$ cat config.mk
export PLATFORM = sky130hd
export DESIGN_NAME = jt89_gen
export DESIGN_NICKNAME = d
export VERILOG_FILES = /design/src/rtl/jt89_gen.sv
export SDC_FILE = /design/constraint.sdc
export NUM_CORES = 1
export LEC_CHECK = 0
export ABC_CLOCK_PERIOD_IN_PS = 16720
export CAP_MARGIN = 20
export CORE_MARGIN = 8
export CORE_UTILIZATION = 30
export CTS_CLUSTER_DIAMETER = 100
export DETAILED_ROUTE_END_ITERATION = 10
export GPL_TIMING_DRIVEN = 0
export PLACE_DENSITY = 0.52
export RECOVER_POWER = 25
export SETUP_SLACK_MARGIN = 0.1
export SYNTH_ARGS = -nofsm -noshare
export SYNTH_HDL_FRONTEND = slang
export SYNTH_SLANG_ARGS = --single-unit
$ cat constraint.sdc
create_clock -name clk -period 16.72 [get_ports clk]
set_clock_uncertainty 0.2 [all_clocks]
set_input_delay 2.508 -clock clk [delete_from_list [all_inputs] [get_ports clk]]
set_output_delay 2.508 -clock clk [all_outputs]
set_load 0.03 [all_outputs]
$ cat src/rtl/jt89_gen.sv
// SN76489-family PSG: three square tones plus an LFSR noise channel, mixed to signed PCM.
// Defining JT89_STEREO_EN adds the Game Gear pan register (written with gg_wr).
module jt89_gen #(
  parameter int                 DIV       = 16,
  parameter int                 AMP_W     = 10,
  parameter int                 NOISE_W   = 16,
  parameter logic [NOISE_W-1:0] NOISE_TAP = NOISE_W'('h0009),
  parameter int                 WR_WAIT   = 32
) (
  input  logic                    clk,
  input  logic                    rst,
  input  logic                    cen,
  input  logic                    wr_n,
`ifdef JT89_STEREO_EN
  input  logic                    gg_wr,
`endif
  input  logic [7:0]              din,
  output logic                    ready,
  output logic signed [AMP_W+2:0] left,
  output logic signed [AMP_W+2:0] right
);

  localparam int DIV_W  = (DIV > 1) ? $clog2(DIV) : 1;
  localparam int BUSY_W = $clog2(WR_WAIT + 1);
  localparam logic [NOISE_W-1:0] SEED = {1'b1, {(NOISE_W-1){1'b0}}};

  logic [DIV_W-1:0]  div_cnt;
  logic              tick;
  logic              wr_prev;
  logic [BUSY_W-1:0] busy;
  logic              accept;
  logic              gg_sel;
  logic              psg_wr;
  logic              noise_wr;
  logic [2:0]        wreg;
  logic [2:0]        regn;
  logic [2:0]        ctrl3;
  logic [9:0]        tone [3];
  logic [3:0]        vol  [4];
  logic [9:0]        tcnt [3];
  logic [2:0]        tout;
  logic [5:0]        ncnt;
  logic [5:0]        nreload;
  logic              ntog;
  logic              t2_rise;
  logic              n_rise;
  logic              shift;
  logic              fb;
  logic [NOISE_W-1:0] lfsr;
  logic [3:0]        chan_out;
  logic [7:0]        pan_eff;
  logic [AMP_W-1:0]  att_tab [16];
  logic signed [AMP_W:0]   ch [4];
  logic signed [AMP_W+2:0] sum_l;
  logic signed [AMP_W+2:0] sum_r;

  assign tick = cen && (div_cnt == '0);

  always_ff @(posedge clk or posedge rst) begin
    if (rst) div_cnt <= '0;
    else if (cen) div_cnt <= (div_cnt == DIV_W'(DIV - 1)) ? '0 : div_cnt + 1'b1;
  end

  // Only a falling edge of wr_n while idle counts; busy counts cen pulses.
  assign accept = !wr_n && wr_prev && ready;

  always_ff @(posedge clk or posedge rst) begin
    if (rst) begin
      wr_prev <= 1'b1;
      ready   <= 1'b1;
      busy    <= '0;
    end else begin
      wr_prev <= wr_n;
      if (accept) begin
        ready <= 1'b0;
        busy  <= BUSY_W'(WR_WAIT);
      end else if (!ready && cen) begin
        if (busy <= BUSY_W'(1)) begin
          ready <= 1'b1;
          busy  <= '0;
        end else begin
          busy <= busy - 1'b1;
        end
      end
    end
  end

`ifdef JT89_STEREO_EN
  logic [7:0] pan;
  assign gg_sel = gg_wr;
  always_ff @(posedge clk or posedge rst) begin
    if (rst) pan <= 8'hFF;
    else if (accept && gg_wr) pan <= din;
  end
  assign pan_eff = pan;
`else
  assign gg_sel  = 1'b0;
  assign pan_eff = 8'hFF;
`endif

  assign psg_wr   = accept && !gg_sel;
  assign wreg     = din[7] ? din[6:4] : regn;
  assign noise_wr = psg_wr && (wreg == 3'b110);

  always_ff @(posedge clk or posedge rst) begin
    if (rst) begin
      regn  <= '0;
      ctrl3 <= 3'b100;
      for (int k = 0; k < 3; k++) tone[k] <= '0;
      for (int k = 0; k < 4; k++) vol[k]  <= 4'hF;
    end else if (psg_wr) begin
      if (din[7]) regn <= din[6:4];
      if (wreg[0]) vol[wreg[2:1]] <= din[3:0];
      else if (wreg == 3'b110) ctrl3 <= din[2:0];
      else if (din[7]) tone[wreg[2:1]][3:0] <= din[3:0];
      else tone[wreg[2:1]][9:4] <= din[5:0];
    end
  end

  always_ff @(posedge clk or posedge rst) begin
    if (rst) begin
      tout <= 3'b111;
      for (int k = 0; k < 3; k++) tcnt[k] <= '0;
    end else if (tick) begin
      for (int k = 0; k < 3; k++) begin
        if (tone[k] <= 10'd1) begin
          tout[k] <= 1'b1;
          tcnt[k] <= '0;
        end else if (tcnt[k] == '0) begin
          tcnt[k] <= tone[k] - 10'd1;
          tout[k] <= ~tout[k];
        end else begin
          tcnt[k] <= tcnt[k] - 10'd1;
        end
      end
    end
  end

  // Rising edge of tone2 in this tick, including a DC-forced 0->1 step.
  assign t2_rise = tick && !tout[2] && ((tone[2] <= 10'd1) || (tcnt[2] == '0));

  always_comb begin
    nreload = 6'd63;
    case (ctrl3[1:0])
      2'b00:   nreload = 6'd15;
      2'b01:   nreload = 6'd31;
      default: nreload = 6'd63;
    endcase
  end

  always_ff @(posedge clk or posedge rst) begin
    if (rst) begin
      ncnt <= '0;
      ntog <= 1'b0;
    end else if (tick) begin
      if (ncnt == '0) begin
        ncnt <= nreload;
        ntog <= ~ntog;
      end else begin
        ncnt <= ncnt - 6'd1;
      end
    end
  end

  assign n_rise = tick && (ncnt == '0) && !ntog;
  assign shift  = (ctrl3[1:0] == 2'b11) ? t2_rise : n_rise;
  assign fb     = ctrl3[2] ? ^(lfsr & NOISE_TAP) : lfsr[0];

  always_ff @(posedge clk or posedge rst) begin
    if (rst) lfsr <= SEED;
    else if (noise_wr) lfsr <= SEED;
    else if (shift) lfsr <= (lfsr == '0) ? SEED : {fb, lfsr[NOISE_W-1:1]};
  end

  // 2 dB per step: amplitude ratio 10^(-0.1) applied idx times.
  function automatic logic [AMP_W-1:0] att_amp(input int idx);
    real a;
    a = real'((1 << AMP_W) - 1);
    if (idx >= 15) return '0;
    for (int i = 0; i < idx; i++) a = a * 0.7943282347242815;
    return AMP_W'($rtoi(a + 0.5));
  endfunction

  for (genvar g = 0; g < 16; g++) begin : g_att
    assign att_tab[g] = att_amp(g);
  end

  assign chan_out = {lfsr[0], tout};

  always_ff @(posedge clk or posedge rst) begin
    if (rst) begin
      for (int k = 0; k < 4; k++) ch[k] <= '0;
    end else begin
      for (int k = 0; k < 4; k++)
        ch[k] <= chan_out[k] ? $signed({1'b0, att_tab[vol[k]]})
                             : -$signed({1'b0, att_tab[vol[k]]});
    end
  end

  always_comb begin
    sum_l = '0;
    sum_r = '0;
    for (int k = 0; k < 4; k++) begin
      if (pan_eff[k])     sum_r = sum_r + (AMP_W+3)'(ch[k]);
      if (pan_eff[k + 4]) sum_l = sum_l + (AMP_W+3)'(ch[k]);
    end
  end

  always_ff @(posedge clk or posedge rst) begin
    if (rst) begin
      left  <= '0;
      right <= '0;
    end else begin
      left  <= sum_l;
      right <= sum_r;
    end
  end

endmodule

Yosys cells after proc, flatten, opt, wreduce, memory -nomap -nowiden

Memory sizes are Yosys's and may differ from the RTL's.
Index checks and enable logic that the tools add are counted.

$lt $le $gt $ge: 10
Add/subtract/negate cells: 16
Equality and inequality tests: 4
Bitwise operators: 11
Reduce and logical (&&, ||, !) cells: 37
Muxes and demuxes: 49

Operators by type and width:

| operator                                                         | count |
|---|---|
| two-way mux 10 bit                                               | 15 |
| bitwise mux 30 bit                                               | 2 |
| subtractor 10 x 1 -> 10 bit (second input constant)              | 6 |
| two-way mux 16 bit                                               | 3 |
| two-way mux 11 bit                                               | 4 |
| negation 10 -> 11 bit                                            | 4 |
| demux 10 bit (select 2 bit)                                      | 2 |
| less-or-equal comparator 10 x 1 -> 1 bit (second input constant) | 3 |
| logical NOT 10 bit                                               | 3 |
| two-way mux 30 bit                                               | 1 |
| two-way mux 6 bit                                                | 4 |
| >= comparator 5 bit (second input constant)                      | 4 |
| inverter 4 -> 5 bit                                              | 4 |
| bitwise mux 16 bit                                               | 1 |
| logical NOT 16 bit                                               | 1 |
| parity 16 bit                                                    | 1 |
| adder 12 x 11 -> 13 bit                                          | 1 |
| adder 13 x 11 -> 13 bit                                          | 1 |
| adder 11 x 11 -> 12 bit                                          | 1 |
| two-way mux 4 bit                                                | 3 |
| case mux 6 bit (2 select lines)                                  | 1 |
| AND reduction 2 bit                                              | 6 |
| nonzero test 2 bit                                               | 6 |
| subtractor 6 x 1 -> 6 bit (second input constant)                | 2 |
| other kinds (20)                                                 | 48 |

ROM bits: 640
Output and inout bits: 27
Bits of input ports: 12
Register bits after elaboration: 177
Memories: 4

Memory list:

| memory          | words | width | rd ports | clocked after Yosys merged registers in | write ports | line | text |
|---|---|---|---|---|---|---|---|
| (no name shown) | 16    | 10    | 1        | 0                                       | 0           | 196  | `: -$signed({1'b0, att_tab[vol[k]]});` |
| (no name shown) | 16    | 10    | 1        | 0                                       | 0           | 196  |  |
| (no name shown) | 16    | 10    | 1        | 0                                       | 0           | 196  |  |
| (no name shown) | 16    | 10    | 1        | 0                                       | 0           | 196  |  |

Longest topological paths before layout

Gate-level depths: netlist (run 1).

Word-level depth: 8
Mapped depth: 12

Least setup slack after synthesis (run 1)

No wires, ideal clock.

Path type: input to register
Start point: in wr_n
End point: reg tone[20] (netlist name)
Path slack: 12.485 ns
Required time: 16.395 ns
Buffers on the path: 0
Arrival: 3.910 ns
Stages on the path: 5
Cell sequence: and3b_1 nand2_1 or2_2 nor3_1 mux2_2

Longest elaborated chain between the ends: 4

Ends and longest elaborated chain:

| element                              | line | text |
|---|---|---|
| start, declared                      | 13   | `input logic wr_n,` |
| logical NOT 1 bit                    | 65   | `assign accept = !wr_n && wr_prev && ready;` |
| logical AND 1 bit (2 in series)      | 65   |  |
| AND reduction 3 bit (no source line) | n/a  |  |
| end signal, assigned by index        | 115  | `else if (din[7]) tone[wreg[2:1]][3:0] <= din[3:0];` |
| end signal, assigned by index        | 116  | `else tone[wreg[2:1]][9:4] <= din[5:0];` |
| end, declared                        | 38   | `logic [9:0] tone [3];` |

No other way between the ends.
A chain may end at the register's enable or synchronous reset.

==> results of run 1 <==
==> critical path: cells and delay by family <==
family / cells / cell delay [ns]
buffers and inverters: 3 / 2.61
==> worst min path at each step <==
stage,start,end,depth (start not counted)
after global routing,tcnt[18],tcnt[18],2
final,tcnt[18],tcnt[18],2
after detailed placement,tcnt[18],tcnt[18],2
after CTS,tcnt[18],tcnt[18],2
after global placement,ntog,ntog,1
after floorplan,tcnt[18],tcnt[18],2
==> final cells by class <==
class | count | area, um2
plain buffers | 60 | 292
clock buffers | 20 | 447
clock inverters | 12 | 155
fillers | 3760 | 23800
inverters | 108 | 407
multi-input cells | 808 | 5850
flip-flops and latches | 177 | 4460
well taps | 468 | 586
repair buffers | 37 | 388
==> synthesized netlist by cell type, types with 15 or more instances <==
library cell,n,area (um2)
nor3_1,32,160
nand2_1,96,360
o21ai_0,89,445
dfrtp_1,154,3850
a31oi_1,24,150
inv_1,108,405
nor2_1,69,259
mux2i_1,23,230
buf_4,15,113
clkbuf_1,41,154
xor2_1,30,263
ha_1,51,638
nand2b_1,17,106
dfstp_2,23,604
fa_1,23,460
xnor2_1,39,342
a21oi_1,50,250
mux2_2,38,428
==> logic make-up (layout without fill, tap and decap cells) <==
family / after synthesis / after routing
flip-flops: 177 / 177
buffers and inverters: 168 / 237
AND/OR/NAND/NOR: 330 / 330
XOR/XNOR: 69 / 69
AO/OA/AOI/OAI: 274 / 274
multiplexers: 61 / 61
adder cells (fa/ha/maj): 74 / 74
==> sequential cells by signal, indices dropped and copies added (netlist names), 3 cells and up <==
register	cells
tout	3
tone	30
vol	16
regn	3
ch	44
ncnt	6
tcnt	30
ctrl3	3
busy	6
right	13
lfsr	16
div_cnt	4
==> placed cells by master (no fill, tap or decap), types with 10 or more instances in the layout <==
| master | count |
|---|---|
| dfrtp_1 | 154 |
| inv_1 | 107 |
| nand2_1 | 96 |
| o21ai_0 | 89 |
| nor2_1 | 69 |
| ha_1 | 51 |
| a21oi_1 | 50 |
| clkbuf_1 | 44 |
| xnor2_1 | 39 |
| mux2_2 | 38 |
| clkdlybuf4s50_1 | 34 |
| nor3_1 | 32 |
| xor2_1 | 30 |
| a31oi_1 | 24 |
| mux2i_1 | 23 |
| fa_1 | 23 |
| nand2b_1 | 17 |
| clkbuf_16 | 17 |
| buf_4 | 15 |
| dfstp_2 | 15 |
| o31ai_1 | 14 |
| nand3_1 | 14 |
| o211ai_1 | 13 |
| nor4_1 | 12 |
| and3b_1 | 11 |
| nor2b_1 | 10 |
| or3_1 | 10 |
| or2_2 | 10 |
==> metrics by stage <==
| step | worst slack, ns | std cells | hold slack, ns |
|---|---|---|---|
| after floorplan | 9.25 | 1153 | 0.235 |
| after global placement | 6.64 | 1657 | 0.257 |
| after detailed placement | 11.56 | 1658 | 0.259 |
| after CTS | 12.04 | 1690 | 0.277 |
| after global routing | 11.32 | 1690 | 0.299 |
| final | 11.78 | 1690 | 0.269 |
==> routing by layer <==
layer / global-route usage, % / vias up / part of all wire (%)
met5: 0 / - / 0
met4: 3.43 / 0 / 1.1
met3: 2.26 / 15 / 3.4
met2: 19.5 / 102 / 48
met1: 15.5 / 4008 / 48
li1: - / 4138 / -
==> flow_summary_export.csv, run 1 <==
group,metric,value,unit
cts,cts_setup_buffers,0,
routing,drt_wl_total,24.9,mm
sta,worst_pin_slew,2.81,ns
cts,cts_made_buffers,17,
critical_path,arrival,5.26,ns
logic_synthesis,syn_area,11000,um2
global_routing,grtUsageTotal,11.8,%
global_routing,antenna_found_initial,0,
placed_design,io_buffer_count,36,
logic_synthesis,synthMuxAreaShare,5.98,%
run_status,violations,"capacitance limit, slew limit",
cts,worst_skew_pair.late_latency,0.44,ns
placed_design,dpl_cell_area,12000,um2
cells_and_area,nets,1295,
cts,cts_root_buffer,"clkbuf_16",
critical_path,startpoint,"rst",
sta,finalSetupViolCount,0,
critical_path,critPathMaxStageDelay,1.58,ns
critical_path,crit_path_max_fanout,116,
critical_path,worstSetupEndpointType,"async pin",
logic_synthesis,synth_edf_count,0,
global_routing,overflow,0,
routing,drcViolationCount,0,
sta,hold_viol_final,0,
logic_synthesis,ys_ff_latch,177,
cells_and_area,drive_gt1_share,10.1,%
routing,drt_iter0_markers,417,
sta,finalCriticalPeriod,4.94,ns
cells_and_area,area_growth,14.3,%
critical_path,worstReg2RegEnd,"right[12]",
routing,wl_per_cell,14.7,um
cts,path_clk_slew,0.07,ns
cts,clock_path_buffers,2,
logic_synthesis,syn-instance-count,1153,
critical_path,crit_path_start_kind,"input pin",
critical_path,ff2ff_setup_slack,13.08,ns
placed_design,hpwl,18.2,mm
global_routing,grt_pass1_vias,8013,
floorplan,die_height,208,um
cts,htreeDepth,4,
logic_synthesis,synth_xor_area_share,5.49,%
logic_synthesis,synthDistinctLibCells,74,
critical_path,crit_slowest_cell,"clkinvlp_2",
floorplan,io_pins,39,
sta,rsz0062_at_grt,"no",
logic_synthesis,async_flop_share,100,%
placed_design,routabilityCongestion,0.823,
floorplan,die_area,43100,um2
cts,cts_tree,"yes",
floorplan,core,36300,um2
cts,cts.sinks,177,
critical_path,rr_worst_depth,10,
logic_synthesis,ys_warn_count,0,
logic_synthesis,synth_compound_area_share,15.9,%
sta,drv_slew,62,
sta,slew_headroom,-88.1,%
critical_path,crit_end,"tone[18]",
critical_path,worst_r2r_startpoint,"ch[2]",
hold_path,holdCritPathClass,"flip-flop to flip-flop",
sta,setup_tns,0,ns
floorplan,die_w,208,um
cts,hold_buffers,0,
critical_path,critPathKind,"input pin to async pin",
sta,period_share,29.5,%
cells_and_area,postLayoutCellArea,12600,um2
cts,cts_resized,0,
cells_and_area,final_util,34.6,%
logic_synthesis,synth_top_family_by_area,"compound AO/OA/AOI/OAI gates",
logic_synthesis,ys.flop_type,"dfrtp_1",
routing,drtAntennaViolNets,0,
flow_run,maxCapViolCount,1,
global_routing,grt_max_degree,117,
logic_synthesis,synth.avg_cell_area,9.54,um2
logic_synthesis,synth-seq-area-share,40.5,%
floorplan,start_util,30.3,%
logic_synthesis,synthesis.nets,1239,
routing,avgViaCountPerCell,4.89,
floorplan,core.rowCount,70,
sta,max_freq,0.203,GHz
routing,drt_pass1_iterations,5,
global_routing,grt_pass1_wl,41.9,mm
cells_and_area,n_antenna_cell,0,
logic_synthesis,synthSimpleGateAreaFrac,15.8,%
critical_path,worstPathRequired,17.04,ns
critical_path,cp_cell_sequence,"dlygate4sd3_1 -> clkinvlp_2 -> buf_16",
routing,routed-via-count,8263,
run_status,status,"complete, but fails checks",
logic_synthesis,synth-adder-area-share,9.98,%
Power of run 1 is left out: the tool's default activity adds up to more than one toggle a clock period on the data nets, which glitch-free logic cannot reach.
==> inputs of run 2 (changes only) <==
--- a/config.mk
+++ b/config.mk
@@ -5,7 +5,7 @@
 export SDC_FILE = /design/constraint.sdc
 export NUM_CORES = 1
 export LEC_CHECK = 0
-export ABC_CLOCK_PERIOD_IN_PS = 16720
+export ABC_CLOCK_PERIOD_IN_PS = 5100
 export CAP_MARGIN = 20
 export CORE_MARGIN = 8
 export CORE_UTILIZATION = 30
==> constraint.sdc (replaced) <==
create_clock -name clk -period 5.1 [get_ports clk]
set_clock_uncertainty 0.2 [all_clocks]
set_input_delay 0.765 -clock clk [delete_from_list [all_inputs] [get_ports clk]]
set_output_delay 0.765 -clock clk [all_outputs]
set_load 0.03 [all_outputs]
==> flow_summary_export.csv, run 2 (synthesized netlist as in run 1, its figures left out) <==
group,metric,value,unit
run_status,status,"complete, but fails checks",
run_status,violations,"capacitance limit, slew limit",
critical_path,critPathKind,"flip-flop to flip-flop",
routing,drt_pass1_iterations,4,
routing,avgViaCountPerCell,4.85,
cts,hold_buffers,0,
cells_and_area,n_antenna_cell,0,
placed_design,io_buffer_count,36,
cells_and_area,largest_register,"ch",
cells_and_area,most-common-layout-cells,"dfrtp_1 (154), inv_1 (107), nand2_1 (96), o21ai_0 (89), nor2_1 (69)",
cells_and_area,regArea,4460,um2
cells_and_area,final_common_cell,"dfrtp_1",
cells_and_area,fillers,3663,
flow_run,maxCapViolCount,1,
critical_path,arrival,3.68,ns
critical_path,crit_path_max_fanout,3,
routing,drtAntennaViolNets,0,
cts,path_clk_slew,0.07,ns
sta,finalSetupViolCount,0,
sta,hold_viol_final,0,
cts,cts_made_buffers,17,
routing,routed-via-count,8223,
critical_path,worstSetupEndpointType,"flip-flop",
cts,cts_setup_buffers,0,
cts,cts.sinks,177,
global_routing,grt_max_degree,43,
cts,worst_skew_pair.late_latency,0.44,ns
cells_and_area,multi_input_area,5850,um2
global_routing,grtUsageTotal,11.7,%
global_routing,grt_pass1_wl,41.7,mm
sta,rsz0062_at_grt,"no",
sta,max_freq,0.281,GHz
sta,slew_headroom,-12.0,%
floorplan,die_height,208,um
sta,worst_pin_slew,1.67,ns
cells_and_area,largest_reg_flops,44,
floorplan,core.rowCount,70,
routing,drt_iter0_markers,402,
cts,htreeDepth,4,
sta,setup_tns,0,ns
floorplan,io_pins,39,
critical_path,worstPathRequired,5.22,ns
sta,drv_slew,34,
global_routing,grt_pass1_vias,8107,
cells_and_area,drive_gt1_share,11.2,%
placed_design,hpwl,18.8,mm
hold_path,holdCritPathClass,"flip-flop to flip-flop",
floorplan,die_area,43100,um2
global_routing,antenna_found_initial,0,
routing,drcViolationCount,0,
floorplan,core,36300,um2
critical_path,crit_path_start_kind,"flip-flop",
sta,finalCriticalPeriod,3.56,ns
sta,period_share,69.8,%
routing,wl_per_cell,14.5,um
cts,clock_path_buffers,2,
placed_design,routabilityCongestion,0.804,
cts,cts_resized,0,
cts,cts_tree,"yes",
cells_and_area,nets,1299,
routing,drt_wl_total,24.6,mm
cells_and_area,area_growth,15.2,%
floorplan,die_w,208,um
global_routing,overflow,0,
cells_and_area,top_regs,"ch x44, tcnt x30, tone x30",
floorplan,start_util,30.3,%
cts,cts_root_buffer,"clkbuf_16",
## run 2: cell types whose count changed in the layout (fill, tap and decap cells not counted), sizes merged
cell      previous run  this run
clkinvlp             3         2
clkbuf              62        59
buf                 19        24
inv                110       111
clkinv               4         6
## run 2: metal layers
| metal | part of all wire, % | track usage [%] |
|---|---|---|
| met5 | 0 | 0 |
| met4 | 0.87 | 2.69 |
| met3 | 3.3 | 2.29 |
| met2 | 49 | 20.4 |
| met1 | 47 | 14.8 |
## run 2: final cells by class
type	instances	area share, %
timing repair buffer	41	3.69
sequential	177	35.2
inverter	108	3.21
multi-input combinational	808	46.1
buffer	60	2.30
clock buffer	18	3.46
tap	468	4.62
clock inverter	14	1.40
## run 2: critical path: stages, from the launching register on
cell and delay [ns]:
dfrtp_1 0.40, inv_1 0.08, fa_1 0.51, fa_1 0.57, inv_1 0.05, ha_1 0.28
a21oi_1 0.22, o211ai_1 0.16, o41ai_1 0.57, o21ai_0 0.24, xnor2_1 0.16
## run 2: per-stage QoR
stage | hold WS [ns] | util [%] | std cells | setup slack (ns) | instance area (um2)
global placement | 0.257 | 32.9 | 1657 | 0.286 | 12000
floorplan | 0.235 | - | 1153 | 1.89 | 11000
CTS | 0.286 | 34.9 | 1694 | 1.44 | 12700
finish | 0.281 | 34.9 | 1694 | 1.54 | 12700
detailed placement | 0.269 | 33.2 | 1662 | 1.46 | 12100
global route | 0.302 | 34.9 | 1694 | 1.35 | 12700
## run 2: worst paths after layout
check,slack (ns),depth (start not counted),endpoint,start
max in group asynchronous,2.30,6,tone[14],rst
worst min register to register,0.28,1,ntog,ntog
worst max-delay path,1.54,10,right[12],ch[2]
min in group asynchronous,0.99,2,tcnt[23],rst
worst max register to register,1.54,10,right[12],ch[2]
worst min-delay path,0.28,1,ntog,ntog
Power of run 2 is left out for the same reason.
